[src/rtl/mem_arbiter.sv]
// Two-master round-robin arbiter sharing one main-memory port between icache and dcache.
// The grant is held for the whole miss transaction; the losing master is stalled and its wait cycles are counted.
//
// state  | meaning
// IDLE   | no owner, memory path driven to zero
// IC_OWN | icache owns the memory port until ic_req drops
// DC_OWN | dcache owns the memory port until dc_req drops
module mem_arbiter #(
    parameter int ADDR_WIDTH = 32,
    parameter int DATA_WIDTH = 32,
    parameter int CNT_WIDTH  = 32
) (
    input  logic                  clk,
    input  logic                  reset,
    input  logic                  ic_req,
    input  logic [ADDR_WIDTH-1:0] ic_maddr,
    input  logic                  ic_m_wen,
    input  logic [DATA_WIDTH-1:0] ic_mwrite_data,
    output logic [DATA_WIDTH-1:0] ic_mread_data,
    output logic                  ic_stall,
    input  logic                  dc_req,
    input  logic [ADDR_WIDTH-1:0] dc_maddr,
    input  logic                  dc_m_wen,
    input  logic [DATA_WIDTH-1:0] dc_mwrite_data,
    output logic [DATA_WIDTH-1:0] dc_mread_data,
    output logic                  dc_stall,
    output logic [ADDR_WIDTH-1:0] mem_addr,
    output logic                  mem_wen,
    output logic [DATA_WIDTH-1:0] mem_wdata,
    input  logic [DATA_WIDTH-1:0] mem_rdata,
    output logic [CNT_WIDTH-1:0]  ic_wait_cnt,
    output logic [CNT_WIDTH-1:0]  dc_wait_cnt
);

    typedef enum logic [1:0] {
        IDLE   = 2'd0,
        IC_OWN = 2'd1,
        DC_OWN = 2'd2
    } state_t;

    state_t state;
    state_t state_nxt;
    logic   last_grant_dc;

    always_ff @(posedge clk) begin
        if (reset) begin
            state         <= IDLE;
            last_grant_dc <= 1'b1;
        end else begin
            state <= state_nxt;
            if (state_nxt == IC_OWN) begin
                last_grant_dc <= 1'b0;
            end else if (state_nxt == DC_OWN) begin
                last_grant_dc <= 1'b1;
            end
        end
    end

    always_comb begin
        state_nxt = state;
        case (state)
            IDLE: begin
                if (ic_req && dc_req) begin
                    state_nxt = last_grant_dc ? IC_OWN : DC_OWN;
                end else if (ic_req) begin
                    state_nxt = IC_OWN;
                end else if (dc_req) begin
                    state_nxt = DC_OWN;
                end
            end
            IC_OWN: begin
                if (!ic_req) begin
                    state_nxt = dc_req ? DC_OWN : IDLE;
                end
            end
            DC_OWN: begin
                if (!dc_req) begin
                    state_nxt = ic_req ? IC_OWN : IDLE;
                end
            end
            default: state_nxt = IDLE;
        endcase
    end

    always_comb begin
        ic_stall      = ic_req & (state != IC_OWN);
        dc_stall      = dc_req & (state != DC_OWN);
        mem_addr      = '0;
        mem_wen       = 1'b0;
        mem_wdata     = '0;
        ic_mread_data = '0;
        dc_mread_data = '0;
        case (state)
            IC_OWN: begin
                mem_addr      = ic_maddr;
                mem_wen       = ic_m_wen;
                mem_wdata     = ic_mwrite_data;
                ic_mread_data = mem_rdata;
            end
            DC_OWN: begin
                mem_addr      = dc_maddr;
                mem_wen       = dc_m_wen;
                mem_wdata     = dc_mwrite_data;
                dc_mread_data = mem_rdata;
            end
            default: ;
        endcase
    end

    // Saturating counters: hold at all-ones instead of wrapping
    always_ff @(posedge clk) begin
        if (reset) begin
            ic_wait_cnt <= '0;
            dc_wait_cnt <= '0;
        end else begin
            if (ic_stall && (ic_wait_cnt != '1)) begin
                ic_wait_cnt <= ic_wait_cnt + CNT_WIDTH'(1);
            end
            if (dc_stall && (dc_wait_cnt != '1)) begin
                dc_wait_cnt <= dc_wait_cnt + CNT_WIDTH'(1);
            end
        end
    end

endmodule

[config.mk]
export PLATFORM = sky130hd
export DESIGN_NAME = mem_arbiter
export DESIGN_NICKNAME = d
export VERILOG_FILES = /design/src/rtl/mem_arbiter.sv
export SDC_FILE = /design/constraint.sdc
export NUM_CORES = 1
export LEC_CHECK = 0
export ABC_AREA = 1
export BUFFER_PORTS_ARGS = -buffer_cell sky130_fd_sc_hd__buf_2
export CORE_AREA = 2 2 141 143
export CTS_BUF_LIST = sky130_fd_sc_hd__clkbuf_4
export DETAILED_ROUTE_END_ITERATION = 7
export DIE_AREA = 0 0 143 145
export GPL_TIMING_DRIVEN = 0
export PLACE_DENSITY = 0.66
export SYNTH_ARGS = -nofsm -noshare
export SYNTH_HDL_FRONTEND = slang
export SYNTH_SLANG_ARGS = --single-unit
[constraint.sdc]
create_clock -name clk -period 2.2 [get_ports clk]
set_input_delay 0.55 -clock clk [delete_from_list [all_inputs] [get_ports clk]]
set_output_delay 0.55 -clock clk [all_outputs]
set_load 0.1 [all_outputs]
==> impl_metrics.env, run 1 <==
export IMPL_grt_max_degree=13
export IMPL_synth_distinct_cells=29
export IMPL_gr_usage_met3_pct=7.89
export IMPL_synth_top_area_share_pct=27.2
export IMPL_p_leak_nw=5.19
export IMPL_maxSlewViolCount=0
export IMPL_slowest_delay_ns=0.41
export IMPL_cts_root_buffer="clkbuf_4"
export IMPL_use_met2_pct=51.8
export IMPL_cp_max_fo=10
export IMPL_pin_count=361
export IMPL_drc=0
export IMPL_grt_util_met1_pct=35.8
export IMPL_die_area_um2=20700
export IMPL_drt_iter0_drc=526
export IMPL_fin_cells=1740
export IMPL_post_route_period_util_pct=116
export IMPL_syn_area_um2=5620
export IMPL_clk_latency_ns=0.45
export IMPL_via_per_inst=4.99
export IMPL_power_density_nw_per_um2=762
export IMPL_cts_inserted_buffers=9
export IMPL_finalSetupViolCount=128
export IMPL_top_usage_layer="met2"
export IMPL_fp_dieH_um=145
export IMPL_synth_nets=1226
export IMPL_worstSetupStartpoint="state[1]"
export IMPL_fin_ws_ns=-0.353
export IMPL_worstPathCellList="inv_4, ha_4, inv_4, clkbuf_16, buf_12, a21oi_4, buf_12"
export IMPL_ys_ff_latch=67
export IMPL_antenna_found_initial=7
export IMPL_gp_congestion=0.939
export IMPL_grt_overflow_total=0
export IMPL_holdCritPathClass="in2reg"
export IMPL_crit_slowest_cell="dfxtp_4"
export IMPL_drv_cap=0
export IMPL_layout_common_cells="nand2_1, buf_2, nor2_1"
export IMPL_required_ns=1.65
export IMPL_area_growth_pct=123
export IMPL_critical_path_startpoint_type="flip-flop"
export IMPL_peakVddDrop_v=0.000364
export IMPL_wl_per_cell_um=19.8
export IMPL_cts_sinks=67
export IMPL_grt_pass1_wl_um=49300
export IMPL_clk_pin_slew_ns=0.14
export IMPL_dr_pass1_iters=5
export IMPL_initial_core_util_pct=29.3
export IMPL_ant_nets=0
export IMPL_rows=51
export IMPL_io_buffers=359
export IMPL_drive_gt1_share_pct=50.5
export IMPL_dieWidth_um=143
export IMPL_grt_util_all_layers_pct=30.9
export IMPL_htreeDepth=3
export IMPL_cp_arrival_ns=2.00
export IMPL_status="finished, violations left"
export IMPL_post_dp_cell_area_um2=8840
export IMPL_layout_commonest_cell="nand2_1"
export IMPL_finalWirelength_um=34400
export IMPL_tightestPinTransition_ns=0.593
export IMPL_finalNetCount=1639
export IMPL_ys_top_cells_by_area="nand2_1, dfxtp_1, nor2_1, a21oi_1, inv_1"
export IMPL_finalCriticalPeriod_ns=2.55
export IMPL_final_hold_viol_count=0
export IMPL_reg2reg_from="state[0]"
export IMPL_avgSynthCellArea_um2=5.34
export IMPL_end_kind="output pin"
export IMPL_rsz0062_at_grt="true"
export IMPL_vias=8688
export IMPL_yosys_area_top_type="nand2_1"
export IMPL_dp_hpwl_um=22500
export IMPL_fin_area_um2=12500
export IMPL_clk_path_buf_depth=2
export IMPL_ys_warn_count=0
export IMPL_cts_tree="built"
export IMPL_worstSetupPathType="reg2out"
export IMPL_slew_headroom_pct=60.5
export IMPL_violations="negative setup slack"
export IMPL_core_um2=19200
export IMPL_syn_inst=1052
export IMPL_grt_pass1_vias=8416
export IMPL_ys_seq_area_share_pct=23.9
export IMPL_fmax_mhz=392
export IMPL_hold_start="reset"
export IMPL_fin_worst_skew_ns=0.0212
export IMPL_dp_cells=1676
-- per-stage QoR --
stage	util (%)	power (mW)	hold WS [ns]	setup TNS (ns)	setup slack, ns
2_1_floorplan	-	5.44	0.438	-1.53	-0.291
3_3_place_gp	46.0	6.26	0.453	-64.60	-0.734
4_1_cts	62.9	9.05	0.438	-34.73	-0.357
5_1_grt	65.3	9.83	0.466	-39.26	-0.402
6_report	65.3	9.56	0.463	-32.08	-0.353
3_5_place_dp	46.0	6.28	0.456	-66.67	-0.763
-- cell families (layout without fill, tap and decap cells) --
logic type / after synthesis / in the layout / synth area share, %
AO/OA/AOI/OAI: 124 / 124 / 11.2
XOR/XNOR: 11 / 11 / 1.71
adder cells (fa/ha/maj): 8 / 8 / 1.78
buffers and inverters: 178 / 596 / 12.8
flip-flops: 67 / 67 / 23.9
other: 0 / 5 / 0
AND/OR/NAND/NOR: 664 / 664 / 48.6
-- flip-flops by register name (all words and copies together), names as in the netlist --
register / count
dc_wait_cnt: 32
ic_wait_cnt: 32
state: 2
last_grant_dc: 1
-- report_power, final --
| group | switching, mW | leakage, nW | internal (mW) |
|---|---|---|---|
| Sequential | 0.0501 | 0.549 | 1.26 |
| Combinational | 4.82 | 4.58 | 2.70 |
| Clock | 0.509 | 0.0652 | 0.228 |
-- Yosys cell counts --
| cell | n |
|---|---|
| a21oi_1 | 110 |
| a31oi_1 | 5 |
| and2_1 | 3 |
| buf_1 | 12 |
| buf_2 | 7 |
| buf_6 | 6 |
| clkbuf_1 | 22 |
| clkinv_1 | 1 |
| dfxtp_1 | 67 |
| ha_1 | 8 |
| inv_1 | 129 |
| inv_2 | 1 |
| nand2_1 | 407 |
| nand2_2 | 5 |
| nand2_4 | 1 |
| nand3_1 | 47 |
| nand3_2 | 3 |
| nand3b_1 | 2 |
| nand3b_2 | 1 |
| nand4_1 | 22 |
| nor2_1 | 150 |
| nor2_2 | 8 |
| nor2_4 | 4 |
| nor3_1 | 11 |
| o21ai_0 | 6 |
| o21bai_1 | 1 |
| o22ai_1 | 2 |
| xnor2_1 | 6 |
| xor2_1 | 5 |
-- final timing paths --
kind         slack [ns]  cells past startpoint              end
max reg2reg        0.05                     14  dc_wait_cnt[28]
min reg2reg        0.48                      2    last_grant_dc
max               -0.35                      7     mem_wdata[1]
min                0.46                      2   ic_wait_cnt[8]
-- cell type report --
class,count,area [µm²]
timing repair buffer,406,4390
sequential,67,1370
multi-input combinational,807,5010
fill,1507,6660
clock buffer,9,67.6
inverter,131,741
tap,265,332
antenna,5,12.5
buffer,43,583
clock inverter,7,43.8
-- critical path: cells and delay by family (launching register included) --
family | cells | cell delay [ns]
buf+inv | 5 | 0.62
fa+ha+maj | 1 | 0.27
compound gates | 1 | 0.24
flops | 1 | 0.41
-- layer usage --
layer / up-vias / wire length [µm]
met1: 4015 / 13000
li1: 4099 / -
met5: - / 26
met2: 437 / 16700
met3: 133 / 2750
met4: 4 / 1950
-- repair_timing --
action                     in CTS  in global routing
gates cloned                   10                  5
resized for setup             732                 90
hold buffers                    0                  0
pin swaps                      13                 24
buffers inserted               23                 13
setup endpoints to repair     132                147
Power figures use the tool's default switching activity.
==> run 2: changes to the inputs <==
--- a/config.mk
+++ b/config.mk
@@ -12,7 +12,8 @@
 export DETAILED_ROUTE_END_ITERATION = 7
 export DIE_AREA = 0 0 143 145
 export GPL_TIMING_DRIVEN = 0
-export PLACE_DENSITY = 0.66
+export PLACE_DENSITY = 0.65
+export SKIP_CTS_REPAIR_TIMING = 1
 export SYNTH_ARGS = -nofsm -noshare
 export SYNTH_HDL_FRONTEND = slang
 export SYNTH_SLANG_ARGS = --single-unit
==> run 2 against run 1 <==
Compared with the run above:
- non-clock buffer count down 25
- the flow still finishes with violations (negative setup slack)
- critical path type unchanged
- clock power down 5.3%
- highest routed layer unchanged
- combinational power down 9.8%
- count of clock-buffer cells in the layout up 2
==> impl_metrics.env, run 2 (synthesized netlist as in run 1, its figures left out) <==
export IMPL_fmax_mhz=393
export IMPL_post_route_period_util_pct=116
export IMPL_top_regs="dc_wait_cnt: 32 flops, ic_wait_cnt: 32 flops, state: 2 flops"
export IMPL_slew_headroom_pct=62.6
export IMPL_drc=0
export IMPL_switchingPower_mw=5.01
export IMPL_switching_share_pct=57.0
export IMPL_slowest_delay_ns=0.38
export IMPL_grt_overflow_total=0
export IMPL_power_internal_mw=3.77
export IMPL_power_density_nw_per_um2=766
export IMPL_finalSetupViolCount=131
export IMPL_dr_pass1_iters=5
export IMPL_holdCritPathClass="in2reg"
export IMPL_drt_iter0_drc=458
export IMPL_antenna_found_initial=5
export IMPL_fin_cells=1712
export IMPL_violations="negative setup slack"
export IMPL_initial_core_util_pct=29.3
export IMPL_ant_nets=0
export IMPL_fp_dieH_um=145
export IMPL_grt_pass1_vias=7205
export IMPL_clk_latency_ns=0.44
export IMPL_pin_count=361
export IMPL_core_um2=19200
export IMPL_cp_max_fo=5
export IMPL_cp_arrival_ns=2.00
export IMPL_pwr_share_comb_pct=77.2
export IMPL_wl_per_cell_um=18.1
export IMPL_pwr_share_seq_pct=14.9
export IMPL_power_mw=8.79
export IMPL_clk_path_buf_depth=2
export IMPL_cts_tree="built"
export IMPL_peakVddDrop_v=0.000337
export IMPL_fin_worst_skew_ns=0.0197
export IMPL_clk_pin_slew_ns=0.11
export IMPL_drv_cap=0
export IMPL_finalNetCount=1614
export IMPL_end_kind="output pin"
export IMPL_dp_hpwl_um=22600
export IMPL_cts_root_buffer="clkbuf_4"
export IMPL_required_ns=1.65
export IMPL_finalCriticalPeriod_ns=2.55
export IMPL_final_hold_viol_count=0
export IMPL_vias=8272
export IMPL_gp_congestion=0.961
export IMPL_final_setup_tns_ns=-34.65
export IMPL_worst_path_most_repeated_cell="buf_12"
export IMPL_dp_cells=1676
export IMPL_io_buffers=359
export IMPL_status="finished, violations left"
export IMPL_worstPathCellList="clkinvlp_4, ha_4, inv_4, buf_12, buf_16, a21oi_4, buf_12"
export IMPL_htreeDepth=3
export IMPL_rsz0062_at_grt="true"
export IMPL_drive_gt1_share_pct=46.3
export IMPL_p_leak_nw=4.55
export IMPL_worstSetupPathType="reg2out"
export IMPL_crit_slowest_cell="dfxtp_4"
export IMPL_clkPwrFrac_pct=7.9
export IMPL_maxSlewViolCount=0
export IMPL_grt_util_all_layers_pct=24.8
export IMPL_dieWidth_um=143
export IMPL_area_growth_pct=104
export IMPL_tightestPinTransition_ns=0.560
export IMPL_layout_common_cells="nand2_1, buf_2, nor2_1"
export IMPL_layout_commonest_cell="nand2_1"
export IMPL_grt_pass1_wl_um=40200
export IMPL_grt_max_degree=11
export IMPL_cts_inserted_buffers=9
export IMPL_cts_sinks=67
export IMPL_fin_ws_ns=-0.348
export IMPL_via_per_inst=4.83
export IMPL_rows=51
export IMPL_die_area_um2=20700
export IMPL_critical_path_startpoint_type="flip-flop"
export IMPL_finalWirelength_um=31000
run 2: cell types whose count changed in the layout (fill, tap and decap cells not counted), moves of 7 or more:
cell      change
nand2_4      -52
nand2_1      +33
buf_12       -32
buf_8        +23
nand2_2      +21
clkbuf_4      +9
buf_4         -7
run 2: layout make-up:
type                       count  area [µm²]
multi-input combinational    807        4570
timing repair buffer         378        3860
clock inverter                 5        20.0
tap                          265         332
buffer                        46         510
antenna                        2        5.00
fill                        1720        7730
clock buffer                  11        82.6
sequential                    67        1370
inverter                     131         729
run 2: stage by stage:
| stage | util [%] | instance area, µm² | setup slack, ns | hold WS (ns) |
|---|---|---|---|---|
| 5_1_grt | 59.7 | 11500 | -0.409 | 0.474 |
| 6_report | 59.7 | 11500 | -0.348 | 0.450 |
| 3_3_place_gp | 46.0 | 8840 | -0.780 | 0.453 |
| 3_5_place_dp | 46.0 | 8840 | -0.814 | 0.484 |
| 4_1_cts | 46.6 | 8950 | -1.29 | 0.449 |
| 2_1_floorplan | - | 6720 | -0.291 | 0.438 |
run 2: worst paths after layout:
check                      start         endpoint  slack, ns  depth (start not counted)
hold / removal             reset   ic_wait_cnt[4]       0.45                          2
setup reg to reg        state[0]  dc_wait_cnt[28]          0                         12
hold reg to reg   dc_wait_cnt[3]   dc_wait_cnt[3]       0.50                          2
setup / recovery        state[0]    mem_wdata[19]      -0.35                          7
run 2: power groups by stage:
stage          Combinational [mW]  Sequential [mW]  Clock [mW]
6_report                     6.78             1.31       0.698
4_1_cts                      4.98             1.30       0.705
3_3_place_gp                 4.95             1.33           0
5_1_grt                      6.99             1.31       0.768
3_5_place_dp                 4.97             1.33           0
2_1_floorplan                3.96             1.48           0
run 2: layer usage:
layer / vias up / routed length, µm / global-route usage (%)
li1: 4045 / - / -
met1: 3817 / 12300 / 32.6
met2: 331 / 15100 / 40.2
met3: 73 / 2670 / 6.53
met4: 6 / 944 / 5.89
met5: - / 43 / 0
run 2: worst max-delay path, delay by kind of cell (launching register included):
kind	cells	cell delay [ns]
flops	1	0.38
buf+inv	5	0.65
compound gates	1	0.24
fa+ha+maj	1	0.29
